==> config.mk <==
export PLATFORM = sky130hd
export DESIGN_NAME = hash_count_core
export DESIGN_NICKNAME = d
export VERILOG_FILES = /design/src/rtl/dfe_pkg.sv /design/src/rtl/hash_probe_unit.sv /design/src/rtl/hash_count_core.sv
export SDC_FILE = /design/constraint.sdc
export NUM_CORES = 1
export LEC_CHECK = 0
export ABC_AREA = 1
export ABC_CLOCK_PERIOD_IN_PS = 2050
export BUFFER_PORTS_ARGS = -buffer_cell sky130_fd_sc_hd__buf_2
export CORE_AREA = 5 5 106 148
export DETAILED_ROUTE_END_ITERATION = 7
export DIE_AREA = 0 0 111 153
export PLACE_DENSITY = 0.82
export REMOVE_ABC_BUFFERS = 1
export SKIP_LAST_GASP = 1
export SYNTH_ARGS = -nofsm -noshare
export SYNTH_HDL_FRONTEND = slang
export SYNTH_SLANG_ARGS = --single-unit
==> constraint.sdc <==
create_clock -name clk -period 2.05 [get_ports clk]
set_clock_uncertainty 0.05 [all_clocks]
set_input_delay 0 -clock clk [delete_from_list [all_inputs] [get_ports clk]]
set_output_delay 0 -clock clk [all_outputs]
set_load 0.02 [all_outputs]
==> src/rtl/dfe_pkg.sv <==
// Shared definitions for the data-frequency engine: default sizing,
// derived widths, the ceiling-log2 helper and the FSM state type that
// the cache block also decodes.
// No ports (package).
package dfe_pkg;

  localparam int unsigned LENGTH_ARRAY_DEF     = 100;
  localparam int unsigned DATA_INDEX_WIDTH_DEF = 32;
  localparam int unsigned BIT_ON_TAILS_DEF     = 7;

  // Ceiling log2, never less than 1 so a one-entry stream still has an index bit.
  function automatic int unsigned log2(input int unsigned n);
    int unsigned r;
    r = 0;
    for (int unsigned i = 0; i < 32; i++) begin
      if ((32'd1 << i) < n) r = i + 1;
    end
    return (r == 0) ? 1 : r;
  endfunction

  localparam int unsigned IDX_W             = log2(LENGTH_ARRAY_DEF);
  localparam int unsigned HADDR_W           = BIT_ON_TAILS_DEF + 1;
  localparam int unsigned LENGTH_HASH_ARRAY = 1 << BIT_ON_TAILS_DEF;
  localparam int unsigned MASK              = LENGTH_HASH_ARRAY - 1;

  typedef enum logic [2:0] {
    IDLE, FETCH, LATCH, PROBE, CHECK, UPDATE, NEXT, DONE
  } state_e;

endpackage

==> src/rtl/hash_probe_unit.sv <==
// Combinational CHECK-state decision for the hash/occurrence table:
// classifies the addressed slot as empty, matching or colliding, gives the
// next linear-probe slot and the incremented occurrence count.
// Ports:
//   cur_data_i      key being counted
//   hash_value_i    key stored in the addressed slot
//   occurr_value_i  count stored in the addressed slot (0 = empty)
//   slot_i          current slot, probes_i probes already made
//   empty_o/match_o/exhausted_o  decision flags (mutually exclusive)
//   next_slot_o/next_probes_o    values for the next probe
//   inc_value_o     occurrence count + 1
// Build option: HASH_OCCURR_SAT_EN makes the increment saturate at all-ones
// instead of wrapping to 0.
module hash_probe_unit #(
  parameter int unsigned DATA_W = 32,
  parameter int unsigned SLOT_W = 7
) (
  input  logic [DATA_W-1:0] cur_data_i,
  input  logic [DATA_W-1:0] hash_value_i,
  input  logic [DATA_W-1:0] occurr_value_i,
  input  logic [SLOT_W-1:0] slot_i,
  input  logic [SLOT_W-1:0] probes_i,
  output logic              empty_o,
  output logic              match_o,
  output logic              exhausted_o,
  output logic [SLOT_W-1:0] next_slot_o,
  output logic [SLOT_W-1:0] next_probes_o,
  output logic [DATA_W-1:0] inc_value_o
);
  import dfe_pkg::*;

  always_comb begin
    empty_o       = (occurr_value_i == '0);
    match_o       = !empty_o && (hash_value_i == cur_data_i);
    // probes_i all-ones means every slot of the table has been visited.
    exhausted_o   = !empty_o && !match_o && (probes_i == '1);
    // Slot width equals the hash width, so the natural wrap is the mask.
    next_slot_o   = slot_i + 1'b1;
    next_probes_o = probes_i + 1'b1;
`ifdef HASH_OCCURR_SAT_EN
    inc_value_o   = (occurr_value_i == '1) ? occurr_value_i : occurr_value_i + 1'b1;
`else
    inc_value_o   = occurr_value_i + 1'b1;
`endif
  end

endmodule

==> src/rtl/hash_count_core.sv <==
// Frequency-counting engine: on start, walks the stream cache word by word
// and counts each word in the cache's open-addressed hash/occurrence table
// (linear probing), writing updates through WrEn, then pulses done.
// Ports:
//   clk, rst (sync, active low), start (pulse, IDLE only), hold (freeze)
//   busy, done, overflow (sticky until start), distinct_count
//   index -> DataStream         stream read, data one cycle later
//   HashOccurrAddr -> HashValue/OccurrValue   table read, one cycle later
//   WrEn, NewHashValue, NewOccurrValue        table write
// Build option: HASH_OCCURR_SAT_EN (saturating occurrence increment).
module hash_count_core #(
  parameter  int unsigned LENGTH_ARRAY      = dfe_pkg::LENGTH_ARRAY_DEF,
  parameter  int unsigned DATA_INDEX_WIDTH  = dfe_pkg::DATA_INDEX_WIDTH_DEF,
  parameter  int unsigned BIT_ON_TAILS      = dfe_pkg::BIT_ON_TAILS_DEF,
  localparam int unsigned IDX_W             = dfe_pkg::log2(LENGTH_ARRAY),
  localparam int unsigned HADDR_W           = BIT_ON_TAILS + 1,
  localparam int unsigned LENGTH_HASH_ARRAY = 1 << BIT_ON_TAILS
) (
  input  logic                        clk,
  input  logic                        rst,
  input  logic                        start,
  input  logic                        hold,
  output logic                        busy,
  output logic                        done,
  output logic                        overflow,
  output logic [HADDR_W-1:0]          distinct_count,
  output logic [IDX_W-1:0]            index,
  input  logic [DATA_INDEX_WIDTH-1:0] DataStream,
  output logic [HADDR_W-1:0]          HashOccurrAddr,
  input  logic [DATA_INDEX_WIDTH-1:0] HashValue,
  input  logic [DATA_INDEX_WIDTH-1:0] OccurrValue,
  output logic                        WrEn,
  output logic [DATA_INDEX_WIDTH-1:0] NewHashValue,
  output logic [DATA_INDEX_WIDTH-1:0] NewOccurrValue
);
  import dfe_pkg::*;

  state_e                      state_q, state_d;
  logic [IDX_W-1:0]            idx_q, idx_d;
  logic [DATA_INDEX_WIDTH-1:0] cur_data_q, cur_data_d;
  logic [BIT_ON_TAILS-1:0]     slot_q, slot_d;
  logic [BIT_ON_TAILS-1:0]     probes_q, probes_d;
  logic                        overflow_q, overflow_d;
  logic [HADDR_W-1:0]          distinct_q, distinct_d;
  logic [DATA_INDEX_WIDTH-1:0] new_hash_q, new_hash_d;
  logic [DATA_INDEX_WIDTH-1:0] new_occ_q, new_occ_d;

  logic                        is_empty, is_match, is_exhausted;
  logic [BIT_ON_TAILS-1:0]     next_slot, next_probes;
  logic [DATA_INDEX_WIDTH-1:0] inc_value;

  hash_probe_unit #(
    .DATA_W (DATA_INDEX_WIDTH),
    .SLOT_W (BIT_ON_TAILS)
  ) u_probe (
    .cur_data_i     (cur_data_q),
    .hash_value_i   (HashValue),
    .occurr_value_i (OccurrValue),
    .slot_i         (slot_q),
    .probes_i       (probes_q),
    .empty_o        (is_empty),
    .match_o        (is_match),
    .exhausted_o    (is_exhausted),
    .next_slot_o    (next_slot),
    .next_probes_o  (next_probes),
    .inc_value_o    (inc_value)
  );

  always_ff @(posedge clk) begin
    if (!rst) begin
      state_q    <= IDLE;
      idx_q      <= '0;
      cur_data_q <= '0;
      slot_q     <= '0;
      probes_q   <= '0;
      overflow_q <= 1'b0;
      distinct_q <= '0;
      new_hash_q <= '0;
      new_occ_q  <= '0;
    end else begin
      state_q    <= state_d;
      idx_q      <= idx_d;
      cur_data_q <= cur_data_d;
      slot_q     <= slot_d;
      probes_q   <= probes_d;
      overflow_q <= overflow_d;
      distinct_q <= distinct_d;
      new_hash_q <= new_hash_d;
      new_occ_q  <= new_occ_d;
    end
  end

  always_comb begin
    state_d    = state_q;
    idx_d      = idx_q;
    cur_data_d = cur_data_q;
    slot_d     = slot_q;
    probes_d   = probes_q;
    overflow_d = overflow_q;
    distinct_d = distinct_q;
    new_hash_d = new_hash_q;
    new_occ_d  = new_occ_q;
    if (!hold) begin
      case (state_q)
        IDLE: begin
          if (start) begin
            idx_d      = '0;
            overflow_d = 1'b0;
            distinct_d = '0;
            state_d    = FETCH;
          end
        end
        FETCH: state_d = LATCH;
        LATCH: begin
          cur_data_d = DataStream;
          slot_d     = DataStream[BIT_ON_TAILS-1:0];
          probes_d   = '0;
          state_d    = PROBE;
        end
        PROBE: state_d = CHECK;
        CHECK: begin
          if (is_empty) begin
            new_hash_d = cur_data_q;
            new_occ_d  = DATA_INDEX_WIDTH'(1);
            if (distinct_q != HADDR_W'(LENGTH_HASH_ARRAY)) distinct_d = distinct_q + 1'b1;
            state_d    = UPDATE;
          end else if (is_match) begin
            new_hash_d = HashValue;
            new_occ_d  = inc_value;
            state_d    = UPDATE;
          end else if (is_exhausted) begin
            overflow_d = 1'b1;
            state_d    = NEXT;
          end else begin
            slot_d     = next_slot;
            probes_d   = next_probes;
            state_d    = PROBE;
          end
        end
        UPDATE: state_d = NEXT;
        NEXT: begin
          if (idx_q == IDX_W'(LENGTH_ARRAY - 1)) begin
            state_d = DONE;
          end else begin
            idx_d   = idx_q + 1'b1;
            state_d = FETCH;
          end
        end
        DONE:    state_d = IDLE;
        default: state_d = IDLE;
      endcase
    end
  end

  // index and the table address follow the held registers directly so the
  // cache sees them in FETCH/PROBE and returns data for LATCH/CHECK.
  assign index          = idx_q;
  assign HashOccurrAddr = {1'b0, slot_q};
  assign busy           = (state_q != IDLE);
  // Gated by hold so a frozen DONE state still yields a single pulse.
  assign done           = (state_q == DONE) && !hold;
  // Gated by rst so a reset landing on UPDATE never commits the write.
  assign WrEn           = (state_q == UPDATE) && !hold && rst;
  assign overflow       = overflow_q;
  assign distinct_count = distinct_q;
  assign NewHashValue   = new_hash_q;
  assign NewOccurrValue = new_occ_q;

endmodule
; Yosys cells after proc, flatten, opt, wreduce, memory -nomap -nowiden
; Cells that the tools add are included.
[word_totals]
ff_bits = 129
[op_classes]
eq_ne = 19
reduce_logical = 23
addsub = 5
muxes = 30
n_bitwise = 1
[op_table]
columns = cell, count
row1 = 32-bit 2-to-1 mux, 4
row2 = 7-bit 2-to-1 mux, 8
row3 = 7-bit case mux with 2 select lines, 3
row4 = 32-bit by 1-bit adder with 32-bit output (second input constant), 1
row5 = 32-bit == test, 1
row6 = 32-bit zero test, 1
row7 = 8-bit 2-to-1 mux, 3
row8 = 3-bit case mux with 8 select lines, 1
row9 = 7-bit by 1-bit adder with 7-bit output (second input constant), 3
row10 = 2-bit inequality test (second input constant), 8
row11 = 8-bit case mux with 2 select lines, 1
row12 = 3-bit 2-to-1 mux, 5
row13 = 7-bit == test (second input constant), 2
row14 = 3-bit == test (second input constant), 4
row15 = 5-bit AND reduction, 2
row16 = 8-bit by 1-bit adder with 8-bit output (second input constant), 1
row17 = 8-bit inequality test (second input constant), 1
row18 = 2-bit nonzero test, 4
row19 = 3-bit by 2-bit == test with 1-bit output (second input constant), 2
row20 = 1-bit logical AND, 6
row21 = 6-bit AND reduction, 1
row22 = 1-bit 2-to-1 mux, 4
row23 = 2-bit AND reduction, 2
row24 = 4-bit AND reduction, 1
row25 = 7 further kinds, 9

; Longest topological paths before layout
[logic_depth]
word_depth = 10
depth_mapped = 15
depth_no_buf = 14

; By module
; A second synthesis with hierarchy kept.
[hier_totals]
cells_unflattened = 1200
area_unflattened_um2 = 7672.4
[by_module_without_submodules]
columns = mod, cells_per_inst, area_each_um2, n_inst
row1 = hash_count_core, 757, 5601.6, 1
row2 = hash_probe_unit, 443, 2070.7, 1

; Worst setup path after synthesis
; No wires, ideal clock.
[synth_timing]
path_kind = register to register
from = reg idx_q[0] (netlist: index[0])
to = reg idx_q[3] (netlist: index[3])
path_buffers = 0
slack_ns = 0.206
stages_incl_launch_ff = 11
t_arrival_ns = 1.678
setup_time_ns = 0.116
period_less_slack_ns = 1.844
cell_sequence = dfxtp_1 ha_1 nand2_1 nor3_1 nand4_1 nand3_1 inv_1 nor2_2 inv_2 a31oi_1 nor2_1
[synth_via]
elab_chain_cells = 3
word_cells_on_any_way = 6
[synth_rtl]
columns = item, line_no
row1 = start: declaration, hash_count_core.sv:39  ; logic [IDX_W-1:0] idx_q, idx_d;
row2 = start signal: assignment, hash_count_core.sv:82  ; idx_q <= idx_d;
row3 = 7-bit by 1-bit adder with 7-bit output or 7-bit == test (tied branches), "hash_count_core.sv:145, hash_count_core.sv:142"
row4 = 7-bit 2-to-1 mux or 2-bit inequality test (tied branches), n/a
row5 = 7-bit case mux with 2 select lines or 4-bit AND reduction (tied branches), n/a
; Parallel ways exist; a longest one is shown, timed or not. The select of a mux whose other input is x is not followed.
; A chain may end at the register's enable or synchronous reset.

; Worst setup path in the final report
[layout_timing]
from = reg cur_data_q[31]
to = reg new_hash_q[20] (netlist: NewHashValue[20])
[layout_via]
elab_chain_cells = 4
[layout_rtl]
columns = item, line_no
row1 = start: declaration, hash_count_core.sv:40  ; logic [DATA_INDEX_WIDTH-1:0] cur_data_q, cur_data_d;
row2 = start signal: assignment, hash_count_core.sv:83  ; cur_data_q <= cur_data_d;
row3 = 32-bit == test, hash_probe_unit.sv:34  ; match_o = !empty_o && (hash_value_i == cur_data_i);
row4 = 1-bit logical AND, hash_probe_unit.sv:34
row5 = 2-bit nonzero test (no source line), n/a
row6 = 3-bit AND reduction (no source line), n/a
row7 = end signal: assignment, hash_count_core.sv:88  ; new_hash_q <= new_hash_d;
row8 = end: declaration, hash_count_core.sv:45  ; logic [DATA_INDEX_WIDTH-1:0] new_hash_q, new_hash_d;
; No other way between the ends.

==> flow_results.org <==
** Synthesis
- Synth top area cells :: sky130_fd_sc_hd__dfxtp_1, sky130_fd_sc_hd__nand2_1, sky130_fd_sc_hd__a21oi_1, sky130_fd_sc_hd__nand4_1, sky130_fd_sc_hd__nor2_1
- The synthesized netlist occupies a cell area of 0.00752 mm².
- Summing the areas of all fa, ha and maj instances in the mapped netlist gives 1.16% of the synthesized area.
- The synthesized design contains about 130 register bits.
- A synthesized cell averages 6.48 µm².
- Post-synth top area share :: between 30% and 40%
- Summing the areas of all and, or, nand and nor instances in the mapped netlist gives 33.3% of the synthesized area.
- Largest family of logic cells by synthesized area :: simple AND/OR/NAND/NOR gates
- The netlist uses 36 different library cells.
- Cells after Synth :: 1,161
- Proportion of synthesized chip area in sequential cells :: 34.3%
- Summed over all instances, the cell type with the most area after synthesis is sky130_fd_sc_hd__dfxtp_1.
- Multiplexer cells account for 0% of the synthesized area.
- The synthesized netlist devotes between 10 and 15% of its cell area to compound gates.
- Yosys warning total :: 0
- The synthesized netlist devotes between 6 and 7% of its cell area to XOR and XNOR gates.

** Worst setup path
- Worst EP required :: 2.32 ns
- Among all stages on the critical path, the largest delay is contributed by sky130_fd_sc_hd__dfxtp_1.
- CP startpoint kind :: flip-flop
- STA puts the critical path data arrival time at 2.32 ns.
- STA classifies the critical path endpoint as a flip-flop.
- Dominant cell type by count on the critical path :: sky130_fd_sc_hd__nand2_1
- CP Class :: reg2reg
- Broken down by cell family, the worst path's largest delay share belongs to simple AND/OR/NAND/NOR gates.
- Series of cell instances along the critical path :: xnor2_2 > nand2_1 > nor2_1 > nand2_1 > nor2_2 > nand2_2 > nand2_4 > buf_6 > nand4_1 > a21oi_1
- Slowest stage delay, CP :: 0.43 ns
- Sum of buffers and inverters on the critical path :: 1
- Highest net fanout along the worst path :: 22

** Final layout
- Non-filler cells, final :: approximately 1.6k
- Area grow syn2layout :: 32.7%
- For this run, the post-layout net count is 1,521.
- The top cell types in the final layout, fill and taps aside, are sky130_fd_sc_hd__nand2_1, sky130_fd_sc_hd__buf_2, sky130_fd_sc_hd__dfxtp_1, sky130_fd_sc_hd__a21oi_1, sky130_fd_sc_hd__inv_1.
- The post-route netlist has 21.0% of its cells at a drive strength greater than 1.
- 0 antenna diodes ended up in the layout.
- Final standard cell utilization of the core :: 70.0%
- Most frequent standard cell in the layout excluding fill and tap cells :: sky130_fd_sc_hd__nand2_1
- Number of fillers in the final layout :: ~1.2k
- Summing all multi-input logic gate instances after layout gives 0.00412 mm².
- Sequential cell area :: 0.00258 mm²

** Floorplan
- The die covers 0.0170 mm².
- The total area inside the core boundary comes to 0.0142 mm².
- In this run the count of I/O pins placed on the die edge is 191.
- From left edge to right edge, the die measures 111 µm.
- Die Y-Extent :: 153 µm
- The initial utilization of the core area, before any placement, comes to 52.8%.
- # rows :: 52

** Detailed routing
- Using the TritonRoute via totals, the vias-per-cell ratio works out to 5.48.
- Wire length per cell :: 15.5 µm
- The first TritonRoute pass finished after 6 iterations.
- ANT nets after route :: 0
- Wire length reported by the detailed router :: 25,100 µm
- Violation count after the first detailed-routing iteration :: 606
- DRC viols :: 0
- Routed via count :: 8,852

** Clocking
- TritonCTS built the clock tree.
- The tree built by TritonCTS fans out to 129 sinks.
- Clk root buf :: sky130_fd_sc_hd__clkbuf_16
- The H-tree was split into 4 levels.
- Total CTS buffers :: 17
- Clock latency of the later-clocked register in the worst-skew pair :: 0.41 ns
- After clock tree synthesis, the clock-pin slew on the worst setup and hold paths is 0.06 ns.
- Clock buffer depth :: 2

** GRT
- Antenna violations before repair :: 0
- The via count of the first global-routing pass was about 9k.
- Wire length of the first global-routing pass :: between 40,000 and 50,000 µm
- Global routing consumed, over all layers together, 29.0% of the routing resources.
- Pin count of the biggest net entering global routing :: 61
- For this run the aggregate overflow at the end of global routing stands at 0.

** Worst hold path
- The worst hold path belongs to the class in2reg.

** Timing
- The number of endpoints with negative hold slack in the final report came to 0.
- Actual slew at the worst max-slew pin :: 0.561 ns
- Relative max-transition margin :: between 60% and 70%
- Once routing completed, OpenROAD measured the worst setup slack at -0.00425 ns.
- Post-route setup TNS :: -0.00425 ns
- Setup Viol. Count Final :: 1
- Achievable Freq :: 487 MHz
- Final number of max-transition violations :: 0
- Fraction of the cycle the final worst path needs :: 100%
- The routed design could run at a clock period as short as 2.05 ns.

** Pwr
- For this design the static power due to leakage is 0.00440 µW.
- IR analysis of the VDD net gives a maximum drop of between 500 and 600 µV.
- For this design the ratio of total power to cell area is between 600 and 700 mW/mm².

** Place
- After detailed placement, the design holds a cell count of 1,506.
- Dpl ws :: between 0.04 and 0.05 ns
- In this run the tool buffered the top-level ports with 189 buffer cells.
- The congestion estimate from routability-driven global placement came to 0.973.
- Estimated wirelength of the detail-placed design :: 16,400 µm

** Run status
- Result of the run :: finished with violations
- The checks that failed: setup timing.

** Flow run
- Number of max-cap violations :: 0
[cell usage after synthesis, drive strengths merged]
library cell  number
nand2            299
nor4               3
conb               1
o21ai             73
buf               28
a31oi              6
nand4             89
a21oi            124
inv              135
clkinv             4
clkbuf            32
or2                2
ha                 7
a31o               1
dfxtp            129
nor3b              1
nand3b             1
nor3               8
nor2             116
nand3             49
xor2              29
xnor2             24
[final timing paths]
| kind | slack (ns) | from | endpoint | depth (start not counted) |
|---|---|---|---|---|
| max | -0.004 | cur_data_q[31]$_SDFFE_PN0P_ | NewHashValue[20]$_SDFFE_PN0P_ | 10 |
| min | 0.01 | OccurrValue[0] | NewOccurrValue[0]$_SDFFE_PN0P_ | 5 |
| max reg2reg | -0.004 | cur_data_q[31]$_SDFFE_PN0P_ | NewHashValue[20]$_SDFFE_PN0P_ | 10 |
| min reg2reg | 0.41 | NewOccurrValue[5]$_SDFFE_PN0P_ | NewOccurrValue[5]$_SDFFE_PN0P_ | 2 |
[per-layer routing]
| layer | track usage (%) | up-vias | share of wire, % |
|---|---|---|---|
| met5 | 0 | - | 0 |
| met4 | 14.4 | 0 | 5.1 |
| met3 | 6.57 | 139 | 7.1 |
| met2 | 51.9 | 444 | 50 |
| met1 | 31.9 | 3972 | 38 |
| li1 | - | 4297 | - |
[final cells by class]
| cell class | count | area share (%) |
|---|---|---|
| Timing Repair Buffer | 294 | 19.6 |
| Inverter | 139 | 5.28 |
| Clock inverter | 10 | 0.790 |
| Clock buffer | 21 | 4.72 |
| Sequential cell | 129 | 25.9 |
| Multi-Input combinational cell | 833 | 41.3 |
| Tap cell | 189 | 2.37 |
[stage by stage]
step	area [µm²]	power (µW)	hold slack (ns)
3_3_place_gp	8610	3240	0.192
5_1_grt	9970	6400	0.0470
4_1_cts	9910	6180	0.00106
6_report	9970	6170	0.0143
2_1_floorplan	7200	2970	0.0387
3_5_place_dp	8610	3250	0.207
[cells by family after synthesis]
group / Yosys count
AOI/OAI and AO/OA: 204
xor gates and xnor gates: 53
adders and majority gates: 7
buffers and inverters: 199
DFF: 129
other: 1
and+or+nand+nor: 568
[repair_timing]
action	CTS	global route
setup buffers	0	3
hold buffers	75	0
endpoints found under the setup margin	0	77
endpoints found under the hold margin	87	0
gates resized for setup	0	17
[registers in the layout (all words and copies together) (netlist names)]
name and flops:
NewHashValue 32, NewOccurrValue 32, cur_data_q 32, distinct_count 8, index 7, overflow 1, probes_q 7, slot_q 7
state_q 3
[power by group]
group | switching, µW | total (µW) | internal (µW)
clock network | 1180 | 2830 | 1650
logic | 443 | 769 | 326
registers | 30.9 | 2570 | 2540
total | 1660 | 6170 | 4510
[worst min-delay path: stages]
cell,delay (ns)
sky130_fd_sc_hd__buf_2,0.13
sky130_fd_sc_hd__inv_1,0.08
sky130_fd_sc_hd__buf_4,0.12
sky130_fd_sc_hd__nor3_1,0.05
sky130_fd_sc_hd__nor2_1,0.07
No activity file was read; power rests on OpenSTA's default activity.
